--- src/rtl/fetch_stage.sv ---
// Instruction-fetch stage: owns the PC, drives a variable-latency req/ack imem port and fills IF/ID.
// Optional macro FETCH_ALIGN_CHECK_EN traps odd redirect/exception targets (err, invalid entry).
module fetch_stage #(
  parameter logic [15:0] RESET_PC   = 16'h0000,
  parameter logic [15:0] EXC_VECTOR = 16'h0002,
  parameter logic [15:0] NOP_INSTR  = 16'h0800
) (
  input  logic        clk,
  input  logic        rst,
  input  logic        Stall,
  input  logic        Redirect_valid,
  input  logic [15:0] Redirect_pc,
  input  logic        Exception,
  output logic        Imem_req,
  output logic [15:0] Imem_addr,
  input  logic        Imem_ack,
  input  logic [15:0] Imem_rdata,
  output logic [15:0] Instruction,
  output logic [15:0] Pc_plus2,
  output logic        Valid_PC,
  output logic        Halted,
  output logic        err
);

  typedef enum logic [1:0] {
    S_FETCH = 2'd0,
    S_WAIT  = 2'd1,
    S_DROP  = 2'd2,
    S_HALT  = 2'd3
  } state_t;

  state_t      state_q, state_d;
  logic [15:0] pc_q, pc_d;
  logic [15:0] instr_q, instr_d;
  logic [15:0] pcp2_q, pcp2_d;
  logic        valid_q, valid_d;
  logic        halted_q, halted_d;
  logic        skid_v_q, skid_v_d;
  logic [15:0] skid_instr_q, skid_instr_d;
  logic [15:0] skid_pcp2_q, skid_pcp2_d;
  logic        skid_ok_q, skid_ok_d;
  logic        bad_q, bad_d;
`ifdef FETCH_ALIGN_CHECK_EN
  logic        err_q, err_d;
`endif

  logic        flush_s, accept_s, pending_s, tgt_odd_s;
  logic [15:0] target_s, tgt_pc_s, pc_inc_s;
  logic        load_s, load_ok_s;
  logic [15:0] load_instr_s, load_pcp2_s;

  function automatic logic is_halt(input logic [15:0] w);
    return (w[15:11] == 5'b00000);
  endfunction

  assign flush_s   = Exception | Redirect_valid;
  assign target_s  = Exception ? EXC_VECTOR : Redirect_pc;
  assign pc_inc_s  = pc_q + 16'd2;
  assign Imem_req  = rst & (((state_q == S_FETCH) & ~Stall & ~skid_v_q) | (state_q == S_WAIT));
  assign Imem_addr = pc_q;
  assign accept_s  = Imem_req & Imem_ack;
  // A flush must wait out any request the memory has already seen.
  assign pending_s = Imem_req | (state_q == S_DROP);

`ifdef FETCH_ALIGN_CHECK_EN
  assign tgt_odd_s = target_s[0];
  assign tgt_pc_s  = {target_s[15:1], 1'b0};
  assign err       = err_q;
`else
  assign tgt_odd_s = 1'b0;
  assign tgt_pc_s  = target_s;
  assign err       = 1'b0;
`endif

  assign Instruction = instr_q;
  assign Pc_plus2    = pcp2_q;
  assign Valid_PC    = valid_q;
  assign Halted      = halted_q;

  // Next-state logic for the fetch FSM, PC, skid buffer and IF/ID entry.
  always_comb begin
    state_d      = state_q;
    pc_d         = pc_q;
    instr_d      = instr_q;
    pcp2_d       = pcp2_q;
    valid_d      = valid_q;
    halted_d     = halted_q;
    skid_v_d     = skid_v_q;
    skid_instr_d = skid_instr_q;
    skid_pcp2_d  = skid_pcp2_q;
    skid_ok_d    = skid_ok_q;
    bad_d        = bad_q;
`ifdef FETCH_ALIGN_CHECK_EN
    err_d        = err_q;
`endif
    load_s       = 1'b0;
    load_instr_s = Imem_rdata;
    load_pcp2_s  = pc_inc_s;
    load_ok_s    = ~bad_q;

    if (flush_s) begin
      pc_d     = tgt_pc_s;
      instr_d  = NOP_INSTR;
      pcp2_d   = 16'h0000;
      valid_d  = 1'b0;
      halted_d = 1'b0;
      skid_v_d = 1'b0;
      bad_d    = tgt_odd_s;
`ifdef FETCH_ALIGN_CHECK_EN
      err_d    = err_q | tgt_odd_s;
`endif
      state_d  = (pending_s && !Imem_ack) ? S_DROP : S_FETCH;
    end else begin
      case (state_q)
        S_FETCH: begin
          if (skid_v_q && !Stall) begin
            // Drain the parked word before issuing any new request.
            load_s       = 1'b1;
            load_instr_s = skid_instr_q;
            load_pcp2_s  = skid_pcp2_q;
            load_ok_s    = skid_ok_q;
            skid_v_d     = 1'b0;
          end else if (accept_s) begin
            load_s = 1'b1;
            pc_d   = pc_inc_s;
            bad_d  = 1'b0;
          end else if (Imem_req) begin
            state_d = S_WAIT;
          end else begin
            state_d = S_FETCH;
          end
        end
        S_WAIT: begin
          if (accept_s) begin
            pc_d    = pc_inc_s;
            bad_d   = 1'b0;
            state_d = S_FETCH;
            if (Stall) begin
              skid_v_d     = 1'b1;
              skid_instr_d = Imem_rdata;
              skid_pcp2_d  = pc_inc_s;
              skid_ok_d    = ~bad_q;
            end else begin
              load_s = 1'b1;
            end
          end else begin
            state_d = S_WAIT;
          end
        end
        S_DROP: begin
          state_d = Imem_ack ? S_FETCH : S_DROP;
        end
        S_HALT: begin
          state_d = S_HALT;
        end
        default: begin
          state_d = S_FETCH;
        end
      endcase

      if (load_s) begin
        instr_d = load_instr_s;
        pcp2_d  = load_pcp2_s;
        valid_d = load_ok_s;
        if (load_ok_s && is_halt(load_instr_s)) begin
          state_d  = S_HALT;
          halted_d = 1'b1;
        end else begin
          halted_d = halted_q;
        end
      end else begin
        instr_d = instr_q;
      end
    end
  end

  // State and IF/ID registers.
  always_ff @(posedge clk or negedge rst) begin
    if (!rst) begin
      state_q      <= S_FETCH;
      pc_q         <= RESET_PC;
      instr_q      <= NOP_INSTR;
      pcp2_q       <= 16'h0000;
      valid_q      <= 1'b0;
      halted_q     <= 1'b0;
      skid_v_q     <= 1'b0;
      skid_instr_q <= 16'h0000;
      skid_pcp2_q  <= 16'h0000;
      skid_ok_q    <= 1'b0;
      bad_q        <= 1'b0;
`ifdef FETCH_ALIGN_CHECK_EN
      err_q        <= 1'b0;
`endif
    end else begin
      state_q      <= state_d;
      pc_q         <= pc_d;
      instr_q      <= instr_d;
      pcp2_q       <= pcp2_d;
      valid_q      <= valid_d;
      halted_q     <= halted_d;
      skid_v_q     <= skid_v_d;
      skid_instr_q <= skid_instr_d;
      skid_pcp2_q  <= skid_pcp2_d;
      skid_ok_q    <= skid_ok_d;
      bad_q        <= bad_d;
`ifdef FETCH_ALIGN_CHECK_EN
      err_q        <= err_d;
`endif
    end
  end

endmodule

--- config.mk ---
export PLATFORM = sky130hd
export DESIGN_NAME = fetch_stage
export DESIGN_NICKNAME = d
export VERILOG_FILES = /design/src/rtl/fetch_stage.sv
export SDC_FILE = /design/constraint.sdc
export NUM_CORES = 1
export LEC_CHECK = 0
export BUFFER_PORTS_ARGS = -buffer_cell sky130_fd_sc_hd__buf_2
export CORE_UTILIZATION = 49
export CTS_CLUSTER_SIZE = 16
export DETAILED_ROUTE_END_ITERATION = 7
export PLACE_DENSITY = 0.76
export SLEW_MARGIN = 5
export SYNTH_ARGS = -nofsm -noshare
export SYNTH_HDL_FRONTEND = slang
export SYNTH_SLANG_ARGS = --single-unit
--- constraint.sdc ---
create_clock -name clk -period 1.65 [get_ports clk]
set_input_delay 0.165 -clock clk [delete_from_list [all_inputs] [get_ports clk]]
set_output_delay 0.165 -clock clk [all_outputs]
set_load 0.01 [all_outputs]
# --- Word level (Yosys, flattened, before mapping) ---
# Cells that the tools add are included.
classes:
  reduce_logical: 14
  div: 0
  n_eq_ne: 7
  magnitude_cmp: 0
  shifts: 0
  muxes: 47
  add_sub_neg: 1
  n_bitwise: 11
  mul: 0
ops:
  columns: ["operator", "n"]
  rows:
  - ["$mux W16", 13]
  - ["$pmux W16 S2", 1]
  - ["$mux W1", 22]
  - ["$add A16 B2 Y16 const B", 1]
  - ["$mux W2", 7]
  - ["$ne A3 B3 Y1 const B", 3]
  - ["$pmux W2 S4", 1]
  - ["$reduce_and A4 Y1", 2]
  - ["$pmux W1 S2", 3]
  - ["$logic_not A5 Y1", 1]
  - ["$and A1 B1 Y1", 4]
  - ["$eq A2 B2 Y1 const B", 2]
  - ["$not A1 Y1", 4]
  - ["$reduce_and A2 Y1", 2]
  - ["$reduce_bool A2 Y1", 2]
  - ["$logic_and A1 B1 Y1", 3]
  - ["$ne A3 B2 Y1 const B", 1]
  - ["$or A1 B1 Y1", 3]
  - ["$reduce_bool A3 Y1", 1]
  - ["$eq A2 B1 Y1 const B", 1]
  - ["$logic_not A1 Y1", 2]
  - ["$logic_not A2 Y1", 1]
totals:
  register_bits: 87
  latchBits: 0
  in_bits: 38
  elab_cells: 91
  out_inout_bits: 52
  memories: 0
  romBits: 0
  ramBits: 0

# --- Logic depth before layout (Yosys ltp) ---
# Gate-level depths: netlist of run 1.
depth:
  word_depth: 12
  depth_mapped: 7
  depth_no_buf: 5

# --- Least setup slack after synthesis of run 1 ---
# Ideal clock, no wire load.
synth_path:
  path_kind: "reg2reg"
  startpoint: "reg pc_q[1], in the netlist Imem_addr[1]"
  endpoint: "reg pc_q[15], in the netlist Imem_addr[15]"
  setup_slack_ns: -0.259
  period_less_slack_ns: 1.909
  n_path_buf: 0
  setup_ns: 0.131
  t_arrival_ns: 1.778
  required_time_ns: 1.519
  path_stages_with_launch: 6
  path_cell_list: "dfrtp_1 ha_1 nand3_1 nor4_2 a211oi_1 or3_1"
synth_between:
  elab_chain_cells: 5
synth_lines:
  columns: ["item", "line", "source"]
  rows:
  - ["start, declared", "33", "logic [15:0] pc_q, pc_d;"]
  - ["start signal, assigned", "196", "pc_q <= pc_d;"]
  - ["$add A16 B2 Y16 (*)", "58", "assign pc_inc_s = pc_q + 16'd2;"]
  - ["$mux W16 (*)", "123, 134", null]
  - ["$mux W16", "116", "if (skid_v_q && !Stall) begin"]
  - ["$pmux W16 S2 (*)", "114", "case (state_q)"]
  - ["$mux W16 (*)", "101", "if (flush_s) begin"]
# Mark *: on every way between the ends. The rest lies on a longest branch, timed or not. The select of a mux whose other input is x is not followed.
# A chain may end at the register's enable or synchronous reset.

# --- Worst setup path in the final report of run 1 ---
layout_path:
  startpoint: "reg state_q[1]"
  endpoint: "reg pc_q[12], in the netlist Imem_addr[12]"
layout_between:
  elab_chain_cells: 10
  word_cells_on_any_way: 14
  cone_classes: "eq/ne: 2; mux: 4; bitwise: 5; reduce/logical: 3"
layout_lines:
  columns: ["item", "line", "source"]
  rows:
  - ["start, declared", "32", "state_t state_q, state_d;"]
  - ["start signal, assigned", "195", "state_q <= state_d;"]
  - ["$logic_not A2 Y1", "59, 114", null]
  - ["$and A1 B1 Y1 (2 in series)", "59", "assign Imem_req = rst & (((state_q == S_FETCH) & ~Stall & ~skid_v_q) | (state_q == S_WAIT));"]
  - ["$or A1 B1 Y1", "59", null]
  - ["$and A1 B1 Y1", "59", null]
  - ["$and A1 B1 Y1", "61", "assign accept_s = Imem_req & Imem_ack;"]
  - ["$mux W16 (2 in series)", null, null]
  - ["$pmux W16 S2", "114", null]
  - ["$mux W16", "101", null]
# Parallel ways exist; a longest one is shown, timed or not. The select of a mux whose other input is x is not followed.

==> results of run 1 <==
-- flip-flops by register name (all words and copies together), names as in the netlist --
signal / cells
skid_v_q: 1
Imem_addr: 16
Instruction: 16
Valid_PC: 1
Halted: 1
skid_pcp2_q: 16
skid_instr_q: 16
Pc_plus2: 16
skid_ok_q: 1
state_q: 2
-- worst register-to-register path: cells and delay by family, from the launching register on --
kind / cells / cell delay, ns
and+or+nand+nor: 3 / 0.94
DFF: 1 / 0.51
AOI/OAI and AO/OA: 1 / 0.24
-- kinds of logic (layout without fill, tap and decap cells) --
family | count (synthesis) | in the layout
adders and majority gates | 1 | 1
other | 1 | 1
buffers and inverters | 43 | 199
DFF | 86 | 86
and+or+nand+nor | 175 | 176
muxes | 25 | 25
AOI/OAI and AO/OA | 94 | 94
xor gates and xnor gates | 11 | 11
-- where the power goes --
part	internal, mW	total [mW]	switching (mW)
logic	0.321	0.714	0.393
clock network	0.583	1.47	0.884
registers	2.20	2.30	0.0944
total	3.11	4.48	1.37
-- timing repair --
action / 4_1_cts / 5_1_grt
buffers inserted: 4 / 15
pin swaps: 12 / 33
setup endpoints to repair: 69 / 72
endpoints found under the hold margin: 9 / 0
hold buffers: 2 / 0
cloned: 0 / 7
resized for setup: 22 / 102
-- cell usage after synthesis (2+ instances only) --
cell type,count,area share (%)
nand2_1,51,4.5
o21ai_0,17,2.0
a22oi_1,2,0.35
or2_2,2,0.29
xor2_1,4,0.82
a21boi_0,2,0.35
and4_1,4,0.82
nor3_1,12,1.4
xnor2_1,7,1.4
o21a_1,2,0.35
nand3_1,17,2.0
buf_4,2,0.35
o22ai_1,3,0.44
a31oi_1,3,0.44
nand4_1,9,1.3
mux2i_1,5,1.2
nor4_1,2,0.29
and3_1,4,0.59
buf_2,16,1.9
mux2_2,20,5.3
a211oi_1,6,1.1
or4_1,8,1.4
nor2_1,51,4.5
o31ai_1,7,1.2
o211ai_1,9,1.6
a21oi_1,11,1.3
inv_1,6,0.53
dfrtp_1,85,50
clkbuf_1,17,1.5
or3_1,5,0.74
a311oi_1,29,6.0
-- final cells by class --
type / count / area share (%)
multi-input cells: 308 / 38.5
flip-flops and latches: 86 / 34.6
repair buffers: 176 / 21.3
well taps: 105 / 2.11
clock buffers: 9 / 1.98
clock inverters: 7 / 1.04
inverters: 7 / 0.421
-- worst paths after layout --
check	startpoint	to	slack, ns	cells after the start
setup / recovery	state_q[1]	Imem_addr[12]	-0.13	4
hold / removal	Exception	Imem_addr[0]	0.03	2
setup reg to reg	state_q[1]	Imem_addr[12]	-0.13	4
hold reg to reg	skid_instr_q[3]	skid_instr_q[3]	0.52	1
max in group asynchronous	rst	Imem_addr[12]	0.87	2
min in group asynchronous	rst	skid_pcp2_q[0]	0.09	2
-- routing by layer --
layer  vias up  wire, microns  global-route usage [%]
met5         -              0                       0
met4         0            380                    10.2
met3        35            840                    5.58
met2       182           6830                    43.2
met1      2124           5670                    36.4
li1       1904              -                       -
-- per-stage QoR --
stage	cells	hold slack [ns]	worst slack, ns	total power, mW
floorplan	436	-0.131	-0.156	2.59
detailed placement	654	0.110	-0.163	2.89
CTS	676	0.0200	-0.0575	4.35
global placement	654	0.107	-0.0712	2.86
global route	698	0.0297	-0.156	4.66
finish	698	0.0267	-0.126	4.48
==> impl_metrics.env, run 1 <==
export IMPL_hold_violations=0
export IMPL_syn_nets=475
export IMPL_crit_chain="nor2b_4 -> nand3_2 -> or4_1 -> a311oi_2"
export IMPL_synth_flop_cell="dfrtp_1"
export IMPL_setup_worst_path_start_class="register"
export IMPL_fin_util_pct=75.2
export IMPL_cts_buffers=9
export IMPL_status="finished with violations"
export IMPL_yosysWarnings=0
export IMPL_antenna_left=0
export IMPL_p_per_area_nw_per_um2=717
export IMPL_drc=0
export IMPL_cp_top_family="simple AND/OR/NAND/NOR gates"
export IMPL_async_flop_share_pct=100
export IMPL_fin_nets=627
export IMPL_skew_ns=0.0112
export IMPL_seq_area_sq_um=2160
export IMPL_crit_fanout=8
export IMPL_maxCapViolations=0
export IMPL_drt_total_wl_microns=13700
export IMPL_synth_seq_cells=86
export IMPL_cts_max_path_buffers=2
export IMPL_area_delta_synth_final_pct=46.8
export IMPL_end_kind="register"
export IMPL_drive_above_1_share_pct=48.9
export IMPL_hp_class="in -> reg"
export IMPL_syn_area_per_cell_sq_um=9.75
export IMPL_clkLatencyLatePin_ns=0.37
export IMPL_final_common_cell="buf_2"
export IMPL_fmax_mhz=563
export IMPL_synth_cell_types=49
export IMPL_synthAdderAreaFrac_pct=0.294
export IMPL_diodes=0
export IMPL_synth_simple_gate_area_share_pct=20.0
export IMPL_syn_inst=436
export IMPL_die_area_sq_um=9050
export IMPL_viasPerCell=6.08
export IMPL_tightestPinTransition_ns=0.977
export IMPL_core_rowCount=33
export IMPL_synth_compound_area_share_pct=15.8
export IMPL_drv_slew=0
export IMPL_clock_sinks=86
export IMPL_synth_edff_count=0
export IMPL_fin_area_sq_um=6240
export IMPL_overflow=0
export IMPL_crit_required_ns=1.93
export IMPL_num_fill_cells=564
export IMPL_leakage_nw=2.96
export IMPL_grt_total_usage_pct=27.1
export IMPL_cts_root_buf="clkbuf_8"
export IMPL_timing_final_crit_share_pct=108
export IMPL_dieWidth_microns=95.2
export IMPL_grt_pass1_vias=3797
export IMPL_hpwl_microns=7980
export IMPL_grt_pass1_wl_microns=18700
export IMPL_multi_input_area_sq_um=2400
export IMPL_dpl_cell_area_sq_um=5210
export IMPL_wl_per_cell_microns=19.7
export IMPL_cts_tree="done"
export IMPL_slowest_delay_ns=0.55
export IMPL_io_buffers=88
export IMPL_slowest_stage="or4_1"
export IMPL_yosysSeqAreaShare_pct=50.6
export IMPL_critical_path_buf_inv_count=0
export IMPL_ir_worst_vdd_mv=0.487
export IMPL_cts_max_level=3
export IMPL_slew_limit_headroom_pct=34.8
export IMPL_rsz0062_at_grt="true"
export IMPL_core_area_sq_um=8300
export IMPL_critPathKind="reg -> reg"
export IMPL_violations="setup timing"
export IMPL_num_vias=4245
export IMPL_grt_max_degree=78
export IMPL_path_clk_slew_ns=0.09
export IMPL_muxShareOfSynthArea_pct=6.47
export IMPL_syn_area_sq_um=4250
export IMPL_synth_top_family_by_area="simple AND/OR/NAND/NOR gates"
export IMPL_finalSetupTns_ns=-1.92
export IMPL_start_util_pct=51.2
export IMPL_dr_pass1_iters=5
export IMPL_synth_xor_area_share_pct=2.27
export IMPL_worstPathArrival_ns=2.06
export IMPL_final_cell_mix="87 x buf_2, 78 x dfrtp_1, 64 x buf_4"
export IMPL_finalCriticalPeriod_ns=1.78
export IMPL_antenna_found_initial=0
export IMPL_io_pins=90
export IMPL_die_h_microns=95.2
export IMPL_fin_ws_ns=-0.126
export IMPL_drt_iter0_markers=242
export IMPL_finalSetupViolations=50
export IMPL_place_gp_congestion=0.795
Note: power is estimated with default switching activity, not from simulation.
==> inputs of run 2 (changes only) <==
Settings changed: SETUP_SLACK_MARGIN set to 0.05.
==> run 2 against run 1 <==
Against the previous run: the flow finishes with violations (hold timing, setup timing); clock-buffer cell count unchanged; first-iteration DRC count fell by 6.6%; register-to-register slack about the same; clock skew up 0.0042 ns; critical path depth is 1 higher; flip-flop and latch count is the same; core utilization up 2.7 points; via count increased by 1.5%; worst hold slack lost 0.041 ns.
==> impl_metrics.env, run 2 (synthesis gave the netlist of run 1 again) <==
export IMPL_clock_sinks=86
export IMPL_status="finished with violations"
export IMPL_crit_chain="buf_12 -> and4b_1 -> and3_4 -> buf_12 -> mux2_4"
export IMPL_cpMostUsedCell="buf_12"
export IMPL_switching_share_pct=29.8
export IMPL_internal_power_mw=3.31
export IMPL_skew_ns=0.0155
export IMPL_finalSetupTns_ns=-3.31
export IMPL_grt_pass1_vias=4076
export IMPL_r2r_start="state_q[1]"
export IMPL_cts_buffers=9
export IMPL_io_buffers=88
export IMPL_combPwrFrac_pct=16.8
export IMPL_timing_final_crit_share_pct=108
export IMPL_drt_total_wl_microns=14300
export IMPL_core_rowCount=33
export IMPL_num_vias=4308
export IMPL_crit_fanout=11
export IMPL_area_delta_synth_final_pct=52.1
export IMPL_p_per_area_nw_per_um2=730
export IMPL_place_gp_congestion=0.912
export IMPL_dieWidth_microns=95.2
export IMPL_start_util_pct=51.2
export IMPL_cp_endpoint="skid_instr_q[10]"
export IMPL_pwr_share_seq_pct=48.7
export IMPL_fin_nets=640
export IMPL_die_area_sq_um=9050
export IMPL_hpwl_microns=7690
export IMPL_dr_pass1_iters=5
export IMPL_reg2reg_depth=5
export IMPL_placed_cells=654
export IMPL_reg2reg_to="skid_instr_q[10]"
export IMPL_violations="hold timing, setup timing"
export IMPL_startpoint="state_q[1]"
export IMPL_drc=0
export IMPL_diodes=0
export IMPL_final_cell_mix="86 x buf_2, 80 x dfrtp_1, 71 x buf_4"
export IMPL_die_h_microns=95.2
export IMPL_cts_max_level=3
export IMPL_io_pins=90
export IMPL_hp_class="in -> async"
export IMPL_maxCapViolations=0
export IMPL_cts_tree="done"
export IMPL_holdWs_ns=-0.0141
export IMPL_overflow=0
export IMPL_grt_total_usage_pct=29.4
export IMPL_fin_cells=711
export IMPL_critPathKind="reg -> reg"
export IMPL_fin_util_pct=77.9
export IMPL_path_clk_slew_ns=0.10
export IMPL_finalSetupViolations=62
export IMPL_cts_root_buf="clkbuf_8"
export IMPL_final_common_cell="buf_2"
export IMPL_wl_per_cell_microns=20.1
export IMPL_antenna_found_initial=0
export IMPL_crit_required_ns=1.90
export IMPL_worstPathArrival_ns=2.02
export IMPL_end_kind="register"
export IMPL_antenna_left=0
export IMPL_grt_pass1_wl_microns=20300
export IMPL_hold_violations=26
export IMPL_clkLatencyLatePin_ns=0.37
export IMPL_clkPwrFrac_pct=34.5
export IMPL_grt_max_degree=86
export IMPL_rsz0062_at_grt="true"
export IMPL_leakage_nw=2.97
export IMPL_drt_iter0_markers=226
export IMPL_dpl_worst_slack_ns=-0.165
export IMPL_drv_slew=0
export IMPL_slowest_delay_ns=0.46
export IMPL_cts_max_path_buffers=2
export IMPL_viasPerCell=6.06
export IMPL_switchingPower_mw=1.40
export IMPL_r2r_slack_ns=-0.13
export IMPL_fmax_mhz=562
export IMPL_fin_ws_ns=-0.128
export IMPL_core_area_sq_um=8300
export IMPL_drive_above_1_share_pct=50.8
export IMPL_ir_worst_vdd_mv=0.434
export IMPL_setup_worst_path_start_class="register"
export IMPL_finalCriticalPeriod_ns=1.78
export IMPL_slowest_stage="dfrtp_2"
[run 2: timing repair]
item / 4_1_cts / 5_1_grt
pin swaps: 18 / 39
gates cloned: 3 / 4
gates resized for setup: 76 / 76
endpoints found under the setup margin: 69 / 79
hold endpoints to repair: 1 / 0
setup buffers: 17 / 16
hold buffers: 1 / 0
[run 2: layout make-up]
cell class | count | area (sq um)
Fill cell | 509 | 1830
Timing Repair Buffer | 190 | 1470
Sequential cell | 86 | 2160
Multi-Input combinational cell | 307 | 2460
Clock inverter | 7 | 90.1
Inverter | 7 | 26.3
Tap cell | 105 | 131
Clock buffer | 9 | 124
[run 2: worst min-delay path by stage]
| stage | cells after the start | end |
|---|---|---|
| 2_1_floorplan | 0 | Halted |
| 6_report | 3 | skid_pcp2_q[2] |
| 3_5_place_dp | 2 | skid_v_q |
| 4_1_cts | 3 | skid_instr_q[7] |
| 5_1_grt | 3 | skid_pcp2_q[3] |
| 3_3_place_gp | 2 | skid_v_q |
[run 2: routing by layer]
layer	vias up	track usage (%)	share of wire (%)
li1	1929	-	-
met1	2157	38.2	41
met2	191	49.8	51
met3	31	3.83	5.9
met4	0	11.9	2.2
met5	-	0	0
[run 2: critical path, delay by kind of cell (launching register included)]
| kind | cells | cell delay, ns |
|---|---|---|
| mux | 1 | 0.32 |
| flops | 1 | 0.46 |
| buf+inv | 2 | 0.31 |
| simple gates | 2 | 0.56 |
[run 2: stage by stage]
step                hold slack [ns]  cell area (sq um)  power, mW
floorplan                    -0.131               4320       2.59
global placement             0.0930               5250       2.88
detailed placement           0.0974               5250       2.90
CTS                         0.00487               5940       4.57
global route                 0.0276               6470       4.88
finish                      -0.0141               6470       4.72
[run 2: power by group through the flow]
stage          registers, mW  clock network (mW)  logic (mW)
2_1_floorplan           2.32                   0       0.269
3_3_place_gp            2.31                   0       0.570
3_5_place_dp            2.32                   0       0.585
4_1_cts                 2.28                1.61       0.673
5_1_grt                 2.31                1.72       0.852
6_report                2.30                1.63       0.792
==> inputs of run 3 (changes only) <==
Settings changed: CTS_CLUSTER_DIAMETER set to 200, REMOVE_ABC_BUFFERS set to 1, SKIP_CTS_REPAIR_TIMING set to 1.
==> run 3 against run 2 <==
Against the previous run: the flow finishes with violations (setup timing); maximum frequency fell by 5.2%; final area fell by 2.7%; sequential power barely moved.
==> impl_metrics.env, run 3 (synthesis gave the netlist of run 1 again) <==
export IMPL_cts_root_buf="clkbuf_8"
export IMPL_viasPerCell=6.22
export IMPL_path_clk_slew_ns=0.10
export IMPL_cts_max_path_buffers=2
export IMPL_rsz0062_at_grt="true"
export IMPL_place_gp_congestion=0.926
export IMPL_cts_max_level=3
export IMPL_slew_limit_headroom_pct=48.2
export IMPL_hp_class="in -> reg"
export IMPL_hpwl_microns=8230
export IMPL_holdWs_ns=0.0362
export IMPL_cp_top_family="buffers and inverters"
export IMPL_drc=0
export IMPL_ir_worst_vdd_mv=0.417
export IMPL_timing_final_crit_share_pct=114
export IMPL_end_kind="register"
export IMPL_status="finished with violations"
export IMPL_worstPathArrival_ns=2.13
export IMPL_crit_fanout=7
export IMPL_maxCapViolations=0
export IMPL_io_buffers=88
export IMPL_dpl_worst_slack_ns=-0.217
export IMPL_wl_per_cell_microns=20.2
export IMPL_grt_total_usage_pct=26.9
export IMPL_crit_chain="buf_6 -> nand2b_4 -> a211oi_4 -> buf_6 -> buf_6 -> o211ai_1 -> buf_4 -> o31ai_1"
export IMPL_crit_required_ns=1.90
export IMPL_power_total_mw=4.64
export IMPL_core_rowCount=33
export IMPL_cts_tree="done"
export IMPL_p_per_area_nw_per_um2=737
export IMPL_finalSetupViolations=66
export IMPL_critical_path_buf_inv_count=4
export IMPL_fin_ws_ns=-0.225
export IMPL_die_h_microns=95.2
export IMPL_num_vias=4419
export IMPL_start_util_pct=51.2
export IMPL_violations="setup timing"
export IMPL_drt_total_wl_microns=14400
export IMPL_fmax_mhz=533
export IMPL_final_cell_mix="86 x buf_2, 79 x dfrtp_1, 66 x buf_4"
export IMPL_dieWidth_microns=95.2
export IMPL_area_delta_synth_final_pct=48.0
export IMPL_diodes=0
export IMPL_core_area_sq_um=8300
export IMPL_slowest_delay_ns=0.44
export IMPL_overflow=0
export IMPL_finalCriticalPeriod_ns=1.88
export IMPL_cts_buffers=9
export IMPL_dpl_cell_area_sq_um=5180
export IMPL_grt_pass1_vias=3803
export IMPL_clock_sinks=86
export IMPL_slowest_stage="dfrtp_1"
export IMPL_antenna_found_initial=0
export IMPL_skew_ns=0.00997
export IMPL_drive_above_1_share_pct=47.5
export IMPL_setup_worst_path_start_class="register"
export IMPL_clkLatencyLatePin_ns=0.37
export IMPL_hold_violations=0
export IMPL_grt_pass1_wl_microns=18700
export IMPL_tightestPinTransition_ns=0.777
export IMPL_fin_area_sq_um=6290
export IMPL_grt_max_degree=62
export IMPL_die_area_sq_um=9050
export IMPL_dr_pass1_iters=6
export IMPL_critPathKind="reg -> reg"
export IMPL_leakage_nw=2.93
export IMPL_drt_iter0_markers=244
export IMPL_cpMostUsedCell="buf_6"
export IMPL_antenna_left=0
export IMPL_drv_slew=0
export IMPL_fin_nets=640
export IMPL_final_common_cell="buf_2"
export IMPL_io_pins=90
## run 3: changes by cell type in the layout (fill, tap and decap cells not counted), moves of 5 or more
cell,change
a311oi_1,+6
a311oi_2,-6
buf_4,-5
clkbuf_16,+5
mux2_2,+5
mux2_4,-5
nor2_1,+12
nor2_4,-11
## run 3: per-layer routing
metal	vias to the layer above	global-route usage (%)	part of all wire (%)
met5	-	0	0
met4	0	7.70	2.6
met3	48	4.63	8.0
met2	251	46.5	50
met1	2185	34.6	39
li1	1935	-	-
## run 3: final timing paths
path                          startpoint               to  slack (ns)  depth (start not counted)
setup / recovery              state_q[0]       state_q[0]       -0.23                          8
hold / removal             Imem_rdata[3]  skid_instr_q[3]        0.04                          2
setup reg to reg              state_q[0]       state_q[0]       -0.23                          8
hold reg to reg                   Halted           Halted        0.49                          2
max in group asynchronous            rst     Imem_addr[4]        1.01                          3
min in group asynchronous            rst           Halted        0.11                          3
## run 3: power breakdown
part	internal, mW	leakage (nW)	switching, mW
sequential	2.20	1.15	0.0883
clock	0.719	0.0968	0.860
combinational	0.361	1.69	0.410
total	3.28	2.93	1.36
## run 3: through the flow
step	setup TNS (ns)	util, %	cells
finish	-4.97	75.8	711
global route	-8.04	75.8	711
CTS	-4.12	64.9	667
detailed placement	-3.19	62.4	651
global placement	-1.06	62.4	651
floorplan	-100.79	-	400
## run 3: layout make-up
cell class              instances  area [sq um]
clock buffers                   9           124
inverters                       7          26.3
multi-input cells             308          2260
repair buffers                189          1510
fillers                       526          2010
well taps                     105           131
clock inverters                 7          80.1
flip-flops and latches         86          2160
## run 3: worst reg2reg max path, delay by kind of cell, from the launching register on
kind            cells  cell delay (ns)
flops               1             0.44
compound gates      3             0.53
simple gates        1             0.15
buf+inv             4             0.64
